--- config.mk ---
export PLATFORM = sky130hd
export DESIGN_NAME = multiplier_core_flat
export DESIGN_NICKNAME = d
export VERILOG_FILES = /design/src/rtl/alu_pkg.sv /design/src/rtl/multiplier_core_if.sv /design/src/rtl/multiplier_core_datapath.sv /design/src/rtl/multiplier_core.sv /design/src/flat_wrapper.sv
export SDC_FILE = /design/constraint.sdc
export NUM_CORES = 1
export LEC_CHECK = 0
export ABC_AREA = 1
export CAP_MARGIN = 20
export CELL_PAD_IN_SITES_DETAIL_PLACEMENT = 1
export CELL_PAD_IN_SITES_GLOBAL_PLACEMENT = 1
export CORE_UTILIZATION = 40
export DETAILED_ROUTE_END_ITERATION = 8
export PLACE_DENSITY = 0.82
export SLEW_MARGIN = 25
export SYNTH_ARGS = -nofsm -noshare
export SYNTH_HDL_FRONTEND = slang
export SYNTH_SLANG_ARGS = --single-unit
--- constraint.sdc ---
create_clock -name clk -period 2.4 [get_ports clk]
set_clock_uncertainty 0.15 [all_clocks]
set_input_delay 0.72 -clock clk [delete_from_list [all_inputs] [get_ports clk]]
set_output_delay 0.72 -clock clk [all_outputs]
set_load 0.1 [all_outputs]
--- src/rtl/alu_pkg.sv ---
// Shared types and constants for the ALU datapath blocks.
// Holds the multiplier FSM state encoding and the iteration-counter width helper.
package alu_pkg;

  typedef enum logic [0:0] {
    IDLE = 1'b0,
    RUN  = 1'b1
  } state_t;

  localparam int DEFAULT_SIZE = 8;

  // Counter wide enough to hold the value SIZE itself.
  function automatic int cnt_width(input int size);
    return $clog2(size + 1);
  endfunction

endpackage

--- src/rtl/multiplier_core_if.sv ---
// Start/busy/done handshake and operand/result bus between the ALU sequencer and the multiplier.
interface multiplier_core_if #(
  parameter int SIZE = alu_pkg::DEFAULT_SIZE
);

  logic              start;
  logic [SIZE-1:0]   a;
  logic [SIZE-1:0]   b;
  logic              busy;
  logic              done;
  logic [2*SIZE-1:0] c;

  modport master (output start, a, b, input busy, done, c);
  modport slave  (input start, a, b, output busy, done, c);

endinterface

--- src/rtl/multiplier_core_datapath.sv ---
// Shift-and-add datapath: multiplicand/multiplier shift registers and the product accumulator.
// acc_next is the accumulator value after the current step, used by the top to capture the final product.
module mult_datapath
  import alu_pkg::*;
#(
  parameter int SIZE = DEFAULT_SIZE
) (
  input  logic              clk,
  input  logic              rst,
  input  logic              load,
  input  logic              step,
  input  logic [SIZE-1:0]   a,
  input  logic [SIZE-1:0]   b,
  output logic [2*SIZE-1:0] acc_next
);

  logic [2*SIZE-1:0] mcand_r;
  logic [SIZE-1:0]   mplier_r;
  logic [2*SIZE-1:0] acc_r;
  logic [2*SIZE-1:0] acc_sum_s;

  // Conditional add of the shifted multiplicand when the current multiplier bit is set.
  always_comb begin
    acc_sum_s = acc_r;
    if (mplier_r[0]) begin
      acc_sum_s = acc_r + mcand_r;
    end else begin
      acc_sum_s = acc_r;
    end
  end

  assign acc_next = acc_sum_s;

  // Operand capture on load, then one multiplier bit consumed per step.
  always_ff @(posedge clk) begin
    if (rst) begin
      mcand_r  <= {(2*SIZE){1'b0}};
      mplier_r <= {SIZE{1'b0}};
      acc_r    <= {(2*SIZE){1'b0}};
    end else if (load) begin
      mcand_r  <= {{SIZE{1'b0}}, a};
      mplier_r <= b;
      acc_r    <= {(2*SIZE){1'b0}};
    end else if (step) begin
      mcand_r  <= {mcand_r[2*SIZE-2:0], 1'b0};
      mplier_r <= {1'b0, mplier_r[SIZE-1:1]};
      acc_r    <= acc_sum_s;
    end
  end

endmodule

--- src/rtl/multiplier_core.sv ---
// Iterative unsigned multiplier: FSM, iteration counter and registered busy/done/c outputs.
// A start in the done cycle is accepted, giving one product every SIZE+1 cycles.
module multiplier_core
  import alu_pkg::*;
#(
  parameter int SIZE = DEFAULT_SIZE
) (
  input  logic               clk,
  input  logic               rst,
  multiplier_core_if.slave   bus
);

  localparam int CW = cnt_width(SIZE);
  localparam logic [CW-1:0] LAST_CNT = CW'(SIZE - 1);

  state_t            state_r;
  state_t            state_s;
  logic              load_s;
  logic              step_s;
  logic              last_s;
  logic [CW-1:0]     count_r;
  logic              busy_r;
  logic              done_r;
  logic [2*SIZE-1:0] c_r;
  logic [2*SIZE-1:0] acc_next_s;

  mult_datapath #(.SIZE(SIZE)) u_datapath (
    .clk      (clk),
    .rst      (rst),
    .load     (load_s),
    .step     (step_s),
    .a        (bus.a),
    .b        (bus.b),
    .acc_next (acc_next_s)
  );

  // FSM state register.
  always_ff @(posedge clk) begin
    if (rst) begin
      state_r <= IDLE;
    end else begin
      state_r <= state_s;
    end
  end

  // Next-state and datapath control decode.
  always_comb begin
    state_s = state_r;
    load_s  = 1'b0;
    step_s  = 1'b0;
    last_s  = 1'b0;
    case (state_r)
      IDLE: begin
        if (bus.start) begin
          load_s  = 1'b1;
          state_s = RUN;
        end else begin
          state_s = IDLE;
        end
      end
      RUN: begin
        step_s = 1'b1;
        if (count_r == LAST_CNT) begin
          last_s  = 1'b1;
          state_s = IDLE;
        end else begin
          state_s = RUN;
        end
      end
      default: begin
        state_s = IDLE;
      end
    endcase
  end

  // Iteration counter: cleared on load, advanced on every step.
  always_ff @(posedge clk) begin
    if (rst) begin
      count_r <= {CW{1'b0}};
    end else if (load_s) begin
      count_r <= {CW{1'b0}};
    end else if (step_s) begin
      count_r <= count_r + {{(CW-1){1'b0}}, 1'b1};
    end
  end

  // Output registers; c only moves on the final step so it holds through RUN.
  always_ff @(posedge clk) begin
    if (rst) begin
      busy_r <= 1'b0;
      done_r <= 1'b0;
      c_r    <= {(2*SIZE){1'b0}};
    end else begin
      busy_r <= (state_s == RUN);
      done_r <= last_s;
      if (last_s) begin
        c_r <= acc_next_s;
      end
    end
  end

  assign bus.busy = busy_r;
  assign bus.done = done_r;
  assign bus.c    = c_r;

endmodule

--- src/flat_wrapper.sv ---
// flat-port wrapper written by rule: the top's interface ports become plain ports
module multiplier_core_flat import alu_pkg::*;
#(
  parameter int SIZE = DEFAULT_SIZE
)
  (clk, rst, bus_start, bus_a, bus_b, bus_busy, bus_done, bus_c);
  multiplier_core_if #(.SIZE(SIZE)) bus_i ();
  input  logic clk;
  input  logic rst;
  input wire logic [$bits(bus_i.start)-1:0] bus_start;
  input wire logic [$bits(bus_i.a)-1:0] bus_a;
  input wire logic [$bits(bus_i.b)-1:0] bus_b;
  output wire logic [$bits(bus_i.busy)-1:0] bus_busy;
  output wire logic [$bits(bus_i.done)-1:0] bus_done;
  output wire logic [$bits(bus_i.c)-1:0] bus_c;
  assign bus_i.start = bus_start;
  assign bus_i.a = bus_a;
  assign bus_i.b = bus_b;
  assign bus_busy = bus_i.busy;
  assign bus_done = bus_i.done;
  assign bus_c = bus_i.c;
  multiplier_core #(.SIZE(SIZE)) u_core (.clk(clk), .rst(rst), .bus(bus_i));
endmodule
Word level (Yosys, flattened, before mapping). Cells that the tools add are included.

Register bits: 62. Bits of input ports: 19.

Add/sub/neg operators: 2. Equal/unequal tests: 1. Muxes and demuxes: 12. Bitwise logic cells: 1. Reductions and logical operators: 2.

Operators by type and width (count): $mux 8 (4); $add 16x16->16 (1); $mux 16 (1); $mux 1 (6); $add 4x1->4 const B (1); $eq 4x3->1 const B (1); $pmux 1 s2 (1); $reduce_bool 2->1 (1); $reduce_or 2->1 (1); $not 1->1 (1).

Longest topological paths before layout. Gate-level depths: netlist of the first run.

Depth in word-level cells: 3. Gate-level depth with buffers: 14.

Modules after synthesis. A second synthesis of the first run with hierarchy kept.

Cell total of the unflattened synthesis: 531. Area total of the unflattened synthesis: 3709.8 um2.

Modules (own cells, without submodules): mult_datapath (instances 1, cells an instance 425, area an instance 2811.4 um2, seq. area each 800.8 um2); multiplier_core (instances 1, cells an instance 106, area an instance 898.4 um2, seq. area each 440.4 um2).

Least setup slack after synthesis of the first run. OpenSTA, ideal clock, no wires.

Kind: flip-flop to flip-flop. Start point: register, netlist name u_core.bus.busy. End point: register u_core.c_r[5] (netlist: u_core.bus.c[5]). Library setup time: 124 ps. Arrival time: 1879 ps. Data required time: 2126 ps. Slack: 247 ps. Cell stages (with the launch flop): 8. Path buffers: 2. Period minus slack after synthesis: 2153 ps. Cells stage by stage: dfxtp_1 > buf_4 > nand3_1 > nor2_2 > nor2_2 > buf_2 > nand2_1 > o21ai_0.

RTL lines: end signal, assigned (line multiplier_core.sv:92) `c_r <= {(2*SIZE){1'b0}};`; end signal, assigned (line multiplier_core.sv:97) `c_r <= acc_next_s;`; end, declared (line multiplier_core.sv:24) `logic [2*SIZE-1:0] c_r;`.

Worst setup path in the final report of the first run.
Start point: register u_core.u_datapath.mcand_r[0]. End point: register u_core.u_datapath.acc_r[10].

Longest elaborated chain between the ends: 2.

Ends and longest elaborated chain: start, declared (line multiplier_core_datapath.sv:17) `logic [2*SIZE-1:0] mcand_r;`; start signal, assigned (line multiplier_core_datapath.sv:37) `mcand_r <= {(2*SIZE){1'b0}};`; start signal, assigned (line multiplier_core_datapath.sv:41) `mcand_r <= {{SIZE{1'b0}}, a};`; start signal, assigned (line multiplier_core_datapath.sv:45) `mcand_r <= {mcand_r[2*SIZE-2:0], 1'b0};`; $add 16x16->16 (line multiplier_core_datapath.sv:26) `acc_sum_s = acc_r + mcand_r;`; $mux 16 (line multiplier_core_datapath.sv:25) `if (mplier_r[0]) begin`; end signal, assigned (line multiplier_core_datapath.sv:39) `acc_r <= {(2*SIZE){1'b0}};`; end signal, assigned (line multiplier_core_datapath.sv:43) `acc_r <= {(2*SIZE){1'b0}};`; end signal, assigned (line multiplier_core_datapath.sv:47) `acc_r <= acc_sum_s;`; end, declared (line multiplier_core_datapath.sv:19) `logic [2*SIZE-1:0] acc_r;`.

Every way passes these cells. A chain may end at the register's enable or synchronous reset.

==> run_results.csv, run 1 <==
group,metric,value,unit
cts,insertion_delay,350,ps
cts,cts_num_sinks,62,
placed_design,io_buffers,36,
yosys,yosysTopAreaCellShare,0.361,
yosys,synth_edf_count,0,
hold_path,hold_class,"register to register",
cts,cts_buffer_depth,2,
finish,fill_cells,1078,
yosys,post-synth-top-count-cell,"nand2_1",
worst_setup_path,max_stage_delay,380,ps
worst_setup_path,slowest_stage,"fa_2",
worst_setup_path,path_common_cell,"nand2_1",
grt,grtUsageMet1,0.310,
detailed_routing,wire_per_inst,15.1,um
yosys,ys_warn_count,0,
yosys,async_flop_share,0,
yosys,synthCells,527,
worst_setup_path,path_max_fanout,3,
grt,grt_pass1_vias,3450,
cts,htreeDepth,3,
finish,drive_above_1_share,0.118,
die,die_h,94.7,um
timing,fin_ws,172,ps
die,fp.coreArea,8260,um^2
timing,slew_headroom,0.737,
die,ios,37,
timing,post-route-period-util,0.928,
finish,fin_nets,608,
placed_design,dp_hpwl,7.55,mm
timing,period_needed,2230,ps
power,peakVddDrop,389,uV
yosys,yosys.area.top_type,"dfxtp_1",
hold_path,hold_path_depth,2,
yosys,synth-main-ff-cell,"dfxtp_1",
yosys,synth_common_cells,"nand2_1 (201), inv_1 (75), dfxtp_1 (62), nand3_1 (33), nor2_1 (31)",
timing,rsz0062_at_grt,"false",
detailed_routing,drtIter0Drc,151,
detailed_routing,postRouteAntennaNets,0,
grt,gr-total-overflow,0,
worst_setup_path,end_kind,"register",
yosys,yosys-top-cells-area,"dfxtp_1 (36%), nand2_1 (22%), inv_1 (8.2%)",
worst_setup_path,r2r_cells,14,
timing,slew_violations,0,
finish,n_antenna_cell,0,
yosys,synth_cell_types,34,
die,num_rows,33,
grt,track_usage,0.251,
worst_setup_path,criticalPathCategory,"register to register",
cts,tritoncts,"done",
grt,grt_pass1_wl,16.8,mm
timing,fmax,0.449,GHz
grt,use_met2,0.442,
grt,use_met3,0.0467,
timing,hold_viol,0,
cts,cts_buffers,9,
grt,antenna_found_initial,0,
grt,grt_max_degree,26,
die,dieArea,8980,um^2
yosys,synth_nets,563,
worst_setup_path,cp.arrival,2320,ps
die,fp.dieW,94.7,um
flow_run,cap_violations,0,
worst_setup_path,cp-start-kind,"register",
die,start_util,0.417,
power,p_leak,2.15,nW
power,p_per_area,603,nW/um^2
yosys,syn-cell-area,3440,um^2
detailed_routing,num_vias,3403,
worst_setup_path,path_cells,"ha_1, fa_2, nand2_1, nand2_1, nand3_1, nand2_1, nand2_1, nand2_1, nand2_1, nand3_1, nand2_2, nand2_1, nand2_1, inv_1",
cts,cts_root_buffer,"clkbuf_8",
detailed_routing,first_pass_iters,4,
finish,syn_to_final_growth,20.9,%
timing,finalSetupTns,0,ps
yosys,ys_ff_latch,62,
cts,cts.reportedPaths.clkPinSlew,70,ps
timing,whs,302,ps
placed_design,pre_cts_ws,131,ps
grt,busiest_layer,"met2",
yosys,avgSynthCellArea,6.53,um^2
detailed_routing,wl,10.3,mm
detailed_routing,routed_via_density,4.99,
worst_setup_path,required,2490,ps
timing,setup_viol,0,
run_status,status,"finished clean",
placed_design,gp_congestion,0.804,
detailed_routing,drc,0,
yosys,ys_seq_area_frac,0.361,
timing,worst_pin_slew,395,ps
==> repair_timing <==
item,in CTS,in global routing
setup buffers,0,1
setup endpoints to repair,0,1
resized for setup,0,2
endpoints found under the hold margin,0,0
hold buffers,0,0
==> stage by stage <==
| step | power [mW] | util | instance area [um^2] | instances |
|---|---|---|---|---|
| floorplan | 1.32 | - | 3440 | 527 |
| global placement | 1.42 | 0.474 | 3910 | 665 |
| detailed placement | 1.44 | 0.474 | 3910 | 665 |
| CTS | 2.52 | 0.502 | 4150 | 681 |
| global route | 2.61 | 0.504 | 4160 | 682 |
| finish | 2.51 | 0.504 | 4160 | 682 |
==> metal layers <==
layer / vias to the layer above / part of all wire
li1: 1725 / -
met1: 1629 / 0.46
met2: 40 / 0.50
met3: 9 / 0.027
met4: 0 / 0.011
met5: - / 0
==> kinds of logic after synthesis <==
family	share of synthesized area
simple gates	0.345
buf+inv	0.111
flops	0.361
compound gates	0.101
fa+ha+maj	0.0640
xor+xnor	0.0127
mux	0.00582
==> final timing paths <==
check,to,from,slack (ps)
setup reg to reg,u_core.u_datapath.acc_r[10],u_core.u_datapath.mcand_r[0],170
setup / recovery,u_core.u_datapath.acc_r[10],u_core.u_datapath.mcand_r[0],170
hold / removal,u_core.bus.c[15],u_core.bus.c[15],300
hold reg to reg,u_core.bus.c[15],u_core.bus.c[15],300
==> critical path, delay by kind of cell, from the launching register on <==
family,cells,cell delay (ps)
buffers and inverters,1,40
flip-flops,1,340
adder cells (fa/ha/maj),2,650
AND/OR/NAND/NOR,11,940
==> power breakdown <==
group          switching, mW  total, mW  internal [mW]
Clock                  0.414       1.08          0.669
Sequential            0.0282       1.09           1.06
Combinational          0.209      0.337          0.128
==> layout by cell type, fill, tap and decap left out, types with 2 or more instances in the layout <==
| master | n |
|---|---|
| bufinv_16 | 2 |
| dfxtp_1 | 62 |
| nor2_1 | 31 |
| o21ai_1 | 4 |
| and2_1 | 2 |
| inv_1 | 75 |
| xnor2_1 | 2 |
| nand3_1 | 33 |
| mux2i_1 | 2 |
| nor2_4 | 2 |
| a21oi_1 | 27 |
| clkbuf_8 | 12 |
| nor2_2 | 2 |
| o221ai_1 | 2 |
| o21ai_0 | 13 |
| clkdlybuf4s50_1 | 18 |
| xor2_1 | 3 |
| nor3_1 | 2 |
| nand2_2 | 6 |
| nand2_1 | 200 |
| o211ai_1 | 9 |
| ha_1 | 16 |
| nand3_2 | 4 |
| inv_2 | 4 |
| buf_4 | 30 |
| clkinv_1 | 2 |
==> area by class of cell <==
type                    instances  area [um^2]  share of cell area
clock inverters                 3         65.1              0.0156
inverters                      81          304              0.0731
repair buffers                 49          425               0.102
well taps                     105          131              0.0316
clock buffers                  13          169              0.0406
flip-flops and latches         62         1240               0.298
multi-input cells             369         1820               0.438
==> registers in the layout (all words and copies together), names as in the netlist <==
name / flops
u_core.bus.c: 16
u_core.u_datapath.acc_r: 16
u_core.u_datapath.mcand_r: 16
u_core.u_datapath.mplier_r: 8
u_core.count_r: 4
u_core.bus.busy: 1
u_core.bus.done: 1
(Power assumes the default switching activity.)
==> inputs of run 2 (changes only) <==
--- a/config.mk
+++ b/config.mk
@@ -11,7 +11,7 @@
 export CELL_PAD_IN_SITES_GLOBAL_PLACEMENT = 1
 export CORE_UTILIZATION = 40
 export DETAILED_ROUTE_END_ITERATION = 8
-export PLACE_DENSITY = 0.82
+export PLACE_DENSITY_LB_ADDON = 0.05
 export SLEW_MARGIN = 25
 export SYNTH_ARGS = -nofsm -noshare
 export SYNTH_HDL_FRONTEND = slang
==> run 2 against run 1 <==
  * Sequential share of layout area up 0.11 points
  * Flip-flop and latch count unchanged
  * Non-clock buffer count unchanged
  * Register-to-register slack better by 70 ps
  * Global-route usage down 0.67 points
  * Count of clock-buffer cells in the layout down 3
  * Clock power down 4%
  * Total power down 2.1%
  * Hold slack better by 9.6 ps
==> run_results.csv, run 2 (synthesis results as in run 1) <==
group,metric,value,unit
hold_path,hold_class,"register to register",
cts,cts_buffer_depth,2,
timing,whs,312,ps
power,p_per_area,593,nW/um^2
cts,htreeDepth,3,
hold_path,hold_end,"u_core.bus.c[13]",
timing,slew_headroom,0.441,
worst_setup_path,path_delay_family,"simple AND/OR/NAND/NOR gates",
worst_setup_path,r2r-end,"u_core.u_datapath.acc_r[10]",
die,dieArea,8980,um^2
grt,track_usage,0.244,
die,fp.dieW,94.7,um
worst_setup_path,path_buf_inv,1,
finish,syn_to_final_growth,20.6,%
worst_setup_path,criticalPathCategory,"register to register",
finish,drive_above_1_share,0.116,
cts,cts_resized,0,
power,switching_share,0.278,
timing,slew_violations,0,
detailed_routing,wl,9.82,mm
worst_setup_path,path_common_cell,"nand2_1",
worst_setup_path,cp.arrival,2260,ps
finish,final_cell_mix,"nand2_1 (201), inv_1 (75), dfxtp_1 (61), nand3_1 (33), nor2_1 (31)",
power,peakVddDrop,289,uV
die,fp.coreArea,8260,um^2
cts,hold_buffers,0,
worst_setup_path,max_stage_delay,410,ps
cts,tritoncts,"done",
die,die_h,94.7,um
worst_setup_path,path_cells,"ha_1, fa_1, nand2_1, nand2_1, nand3_1, nand2_1, nand2_1, nand2_1, nand2_1, nand3_1, nand2_1, nand2_1, nand2_1, inv_1",
grt,gr-total-overflow,0,
timing,rsz0062_at_grt,"false",
timing,fmax,0.464,GHz
worst_setup_path,end_kind,"register",
detailed_routing,wire_per_inst,14.4,um
detailed_routing,first_pass_iters,4,
worst_setup_path,r2r_cells,14,
cts,cts_root_buffer,"clkbuf_8",
die,num_rows,33,
worst_setup_path,required,2510,ps
cts,cts_buffers,9,
finish,fin_nets,608,
power,p_leak,2.15,nW
cts,cts_num_sinks,62,
grt,grt_pass1_vias,3480,
timing,worst_pin_slew,838,ps
finish,n_antenna_cell,0,
grt,grt_pass1_wl,16.7,mm
timing,finalSetupTns,0,ps
detailed_routing,drtIter0Drc,120,
run_status,status,"finished clean",
detailed_routing,num_vias,3373,
cts,cts.reportedPaths.clkPinSlew,80,ps
worst_setup_path,slowest_stage,"fa_1",
timing,hold_viol,0,
detailed_routing,drc,0,
detailed_routing,postRouteAntennaNets,0,
worst_setup_path,r2r_setup_slack,250,ps
finish,final_common_cell,"nand2_1",
placed_design,gp_congestion,0.802,
worst_setup_path,r2r_start,"u_core.u_datapath.mcand_r[0]",
worst_setup_path,cp-start-kind,"register",
grt,grt_max_degree,27,
cts,insertion_delay,350,ps
power,seqPwrFrac,0.445,
die,ios,37,
power,intPower,1.78,mW
placed_design,io_buffers,36,
timing,setup_viol,0,
timing,period_needed,2150,ps
cts,postCtsSetupRepairBufs,0,
power,power_switching,684,uW
timing,post-route-period-util,0.898,
worst_setup_path,path_max_fanout,3,
finish,final_util,0.502,
grt,antenna_found_initial,0,
power,p_comb_frac,0.133,
hold_path,min_from,"u_core.bus.c[13]",
flow_run,cap_violations,0,
die,start_util,0.417,
placed_design,dp_hpwl,7.19,mm
detailed_routing,routed_via_density,4.95,
power,p_clk_frac,0.422,
hold_path,hold_path_depth,2,
==> run 2: area by class of cell <==
cell class | instances | area, um^2
sequential | 62 | 1240
timing repair buffer | 49 | 438
clock inverter | 6 | 86.3
multi-input combinational | 369 | 1820
fill | 1132 | 4110
clock buffer | 10 | 128
tap | 105 | 131
inverter | 81 | 304
==> run 2: worst min-delay path, stage by stage (launching register included) <==
cell	delay [ps]
dfxtp_1	320
nand2_1	60
nand2_1	50
==> run 2: through the flow <==
step	setup slack (ps)	std cells	area, um^2	power, mW
floorplan	247	527	3440	1.32
global placement	60.8	666	3940	1.43
detailed placement	34.4	666	3940	1.44
CTS	237	682	4150	2.48
global route	54.1	682	4150	2.57
finish	245	682	4150	2.46
==> run 2: how the worst max path moves through the flow <==
| stage | start | to | slack [ps] | cells after the start |
|---|---|---|---|---|
| floorplan | u_core.bus.busy | u_core.bus.c[5] | 250 | 7 |
| global placement | rst | u_core.bus.c[2] | 60 | 3 |
| finish | u_core.u_datapath.mcand_r[0] | u_core.u_datapath.acc_r[10] | 250 | 14 |
| detailed placement | rst | u_core.bus.c[2] | 30 | 3 |
| CTS | u_core.u_datapath.mcand_r[0] | u_core.u_datapath.acc_r[10] | 240 | 14 |
| global route | u_core.u_datapath.mcand_r[0] | u_core.u_datapath.acc_r[10] | 50 | 14 |
==> run 2: power by group through the flow <==
stage,sequential (mW),combinational [mW],clock [mW]
6_report,1.09,0.327,1.04
5_1_grt,1.10,0.367,1.10
4_1_cts,1.09,0.330,1.05
3_5_place_dp,1.12,0.327,0
3_3_place_gp,1.12,0.314,0
2_1_floorplan,1.11,0.209,0
==> run 2: per-layer routing <==
metal  wire (um)  track usage  part of all wire  up-vias
li1            -            -                 -     1726
met1        4910        0.318              0.50     1603
met2        4590        0.417              0.47       37
met3         241       0.0435             0.025        7
met4          74       0.0568            0.0075        0
met5           0            0                 0        -
==> inputs of run 3 (changes only) <==
--- a/config.mk
+++ b/config.mk
@@ -9,6 +9,7 @@
 export CAP_MARGIN = 20
 export CELL_PAD_IN_SITES_DETAIL_PLACEMENT = 1
 export CELL_PAD_IN_SITES_GLOBAL_PLACEMENT = 1
+export CORE_MARGIN = 1.5
 export CORE_UTILIZATION = 40
 export DETAILED_ROUTE_END_ITERATION = 8
 export PLACE_DENSITY_LB_ADDON = 0.05
==> run 3 against run 2 <==
  * Via count grew 0.77%
  * Fmax grew 0.41%
  * First-iteration DRC count shrank 30%
==> run_results.csv, run 3 (synthesis results as in run 1) <==
group,metric,value,unit
die,die_h,95.7,um
cts,cts_buffers,9,
grt,grt_max_degree,27,
detailed_routing,wire_per_inst,14.2,um
finish,fill_cells,1106,
detailed_routing,drtIter0Drc,84,
power,p_leak,2.12,nW
finish,final_common_cell,"nand2_1",
detailed_routing,routed_via_density,5.00,
worst_setup_path,cp.arrival,2240,ps
placed_design,gp_congestion,0.819,
worst_setup_path,max_stage_delay,410,ps
worst_setup_path,path_cells,"ha_1, fa_1, nand2_1, nand2_1, nand3_1, nand2_1, nand2_1, nand2_1, nand2_1, nand3_1, nand2_1, nand2_1, nand2_1, inv_1",
detailed_routing,postRouteAntennaNets,0,
worst_setup_path,r2r_cells,14,
detailed_routing,wl,9.66,mm
worst_setup_path,r2r_start,"u_core.u_datapath.mcand_r[0]",
finish,layout.area.seq,1240,um^2
grt,gr-total-overflow,0,
cts,cts_resized,0,
hold_path,hold_class,"register to register",
worst_setup_path,required,2490,ps
timing,slew_headroom,0.437,
worst_setup_path,end_kind,"register",
cts,cts_root_buffer,"clkbuf_8",
timing,fmax,0.466,GHz
cts,cts_num_sinks,62,
finish,syn_to_final_growth,19.7,%
hold_path,min_from,"u_core.bus.c[7]",
worst_setup_path,r2r-end,"u_core.u_datapath.acc_r[10]",
timing,worst_pin_slew,844,ps
cts,postCtsSetupRepairBufs,0,
cts,hold_buffers,0,
cts,cts_buffer_depth,2,
die,num_rows,33,
worst_setup_path,cp-start-kind,"register",
die,start_util,0.417,
placed_design,dp_hpwl,7.22,mm
timing,slew_violations,0,
cts,tritoncts,"done",
detailed_routing,first_pass_iters,4,
detailed_routing,num_vias,3399,
timing,rsz0062_at_grt,"false",
worst_setup_path,r2r_setup_slack,250,ps
worst_setup_path,path_max_fanout,3,
finish,n_antenna_cell,0,
finish,final_cell_mix,"nand2_1 (201), inv_1 (75), dfxtp_1 (61), nand3_1 (33), nor2_1 (31)",
die,ios,37,
timing,finalSetupTns,0,ps
timing,period_needed,2150,ps
die,fp.dieW,95.7,um
worst_setup_path,worstSetupEndpoint,"u_core.u_datapath.acc_r[10]",
timing,setup_viol,0,
die,fp.coreArea,8260,um^2
timing,hold_viol,0,
run_status,status,"finished clean",
grt,grt_pass1_vias,3388,
finish,multi_input_area,1820,um^2
detailed_routing,drc,0,
power,p_total,2.35,mW
timing,post-route-period-util,0.894,
die,dieArea,9170,um^2
placed_design,io_buffers,36,
cts,cts.reportedPaths.clkPinSlew,80,ps
cts,htreeDepth,3,
flow_run,cap_violations,0,
worst_setup_path,path_common_cell,"nand2_1",
worst_setup_path,slowest_stage,"fa_1",
power,p_per_area,570,nW/um^2
cts,insertion_delay,340,ps
grt,antenna_found_initial,0,
worst_setup_path,startpoint,"u_core.u_datapath.mcand_r[0]",
grt,grt_pass1_wl,16.0,mm
power,peakVddDrop,309,uV
grt,track_usage,0.229,
worst_setup_path,criticalPathCategory,"register to register",
finish,drive_above_1_share,0.115,
finish,fin_nets,606,
run 3: changes by cell type in the layout (fill, tap and decap cells not counted):
cell / change
buf_4: -2
bufinv_16: -1
clkbuf_1: -1
clkinv_2: -1
clkinv_4: +1
clkinvlp_4: +2
run 3: cell type report:
| class | count | share of cell area |
|---|---|---|
| Tap cell | 105 | 0.0319 |
| Sequential cell | 62 | 0.302 |
| Inverter | 81 | 0.0738 |
| Clock buffer | 9 | 0.0301 |
| Multi-Input combinational cell | 369 | 0.442 |
| Clock inverter | 7 | 0.0182 |
| Timing Repair Buffer | 47 | 0.103 |
run 3: worst min path at each step:
stage	depth (start not counted)	to	slack [ps]
global route	2	u_core.u_datapath.mplier_r[7]	330
floorplan	2	u_core.u_datapath.mplier_r[7]	290
finish	2	u_core.bus.c[7]	310
global placement	2	u_core.bus.c[1]	290
CTS	2	u_core.bus.c[7]	310
detailed placement	2	u_core.bus.c[7]	290
run 3: per-layer routing:
layer  wire length, um  share of wire  global-route usage  vias to the layer above
met2              4560           0.47               0.393                       41
met4                97          0.010              0.0625                        0
met1              4710           0.49               0.298                     1623
met3               287          0.030              0.0340                        9
met5                 0              0                   0                        -
li1                  -              -                   -                     1726
run 3: through the flow:
| step | hold slack, ps | worst slack (ps) | cell area, um^2 | std cells | utilization |
|---|---|---|---|---|---|
| finish | 312 | 254 | 4120 | 680 | 0.499 |
| global route | 334 | 53.7 | 4120 | 680 | 0.499 |
| CTS | 314 | 241 | 4120 | 680 | 0.499 |
| detailed placement | 292 | 42.7 | 3920 | 664 | 0.475 |
| floorplan | 288 | 247 | 3440 | 527 | - |
| global placement | 290 | 87.5 | 3920 | 664 | 0.475 |
run 3: report_power, final:
part | leakage, nW | total, mW | internal (mW) | switching (mW)
registers | 0.504 | 1.09 | 1.06 | 0.0318
clock network | 0.0914 | 0.929 | 0.481 | 0.449
logic | 1.53 | 0.323 | 0.126 | 0.197
run 3: worst max-delay path: cells and delay by family, from the launching register on:
family | cells | cell delay [ps]
and+or+nand+nor | 11 | 870
adders and majority gates | 2 | 640
DFF | 1 | 340
buffers and inverters | 1 | 30
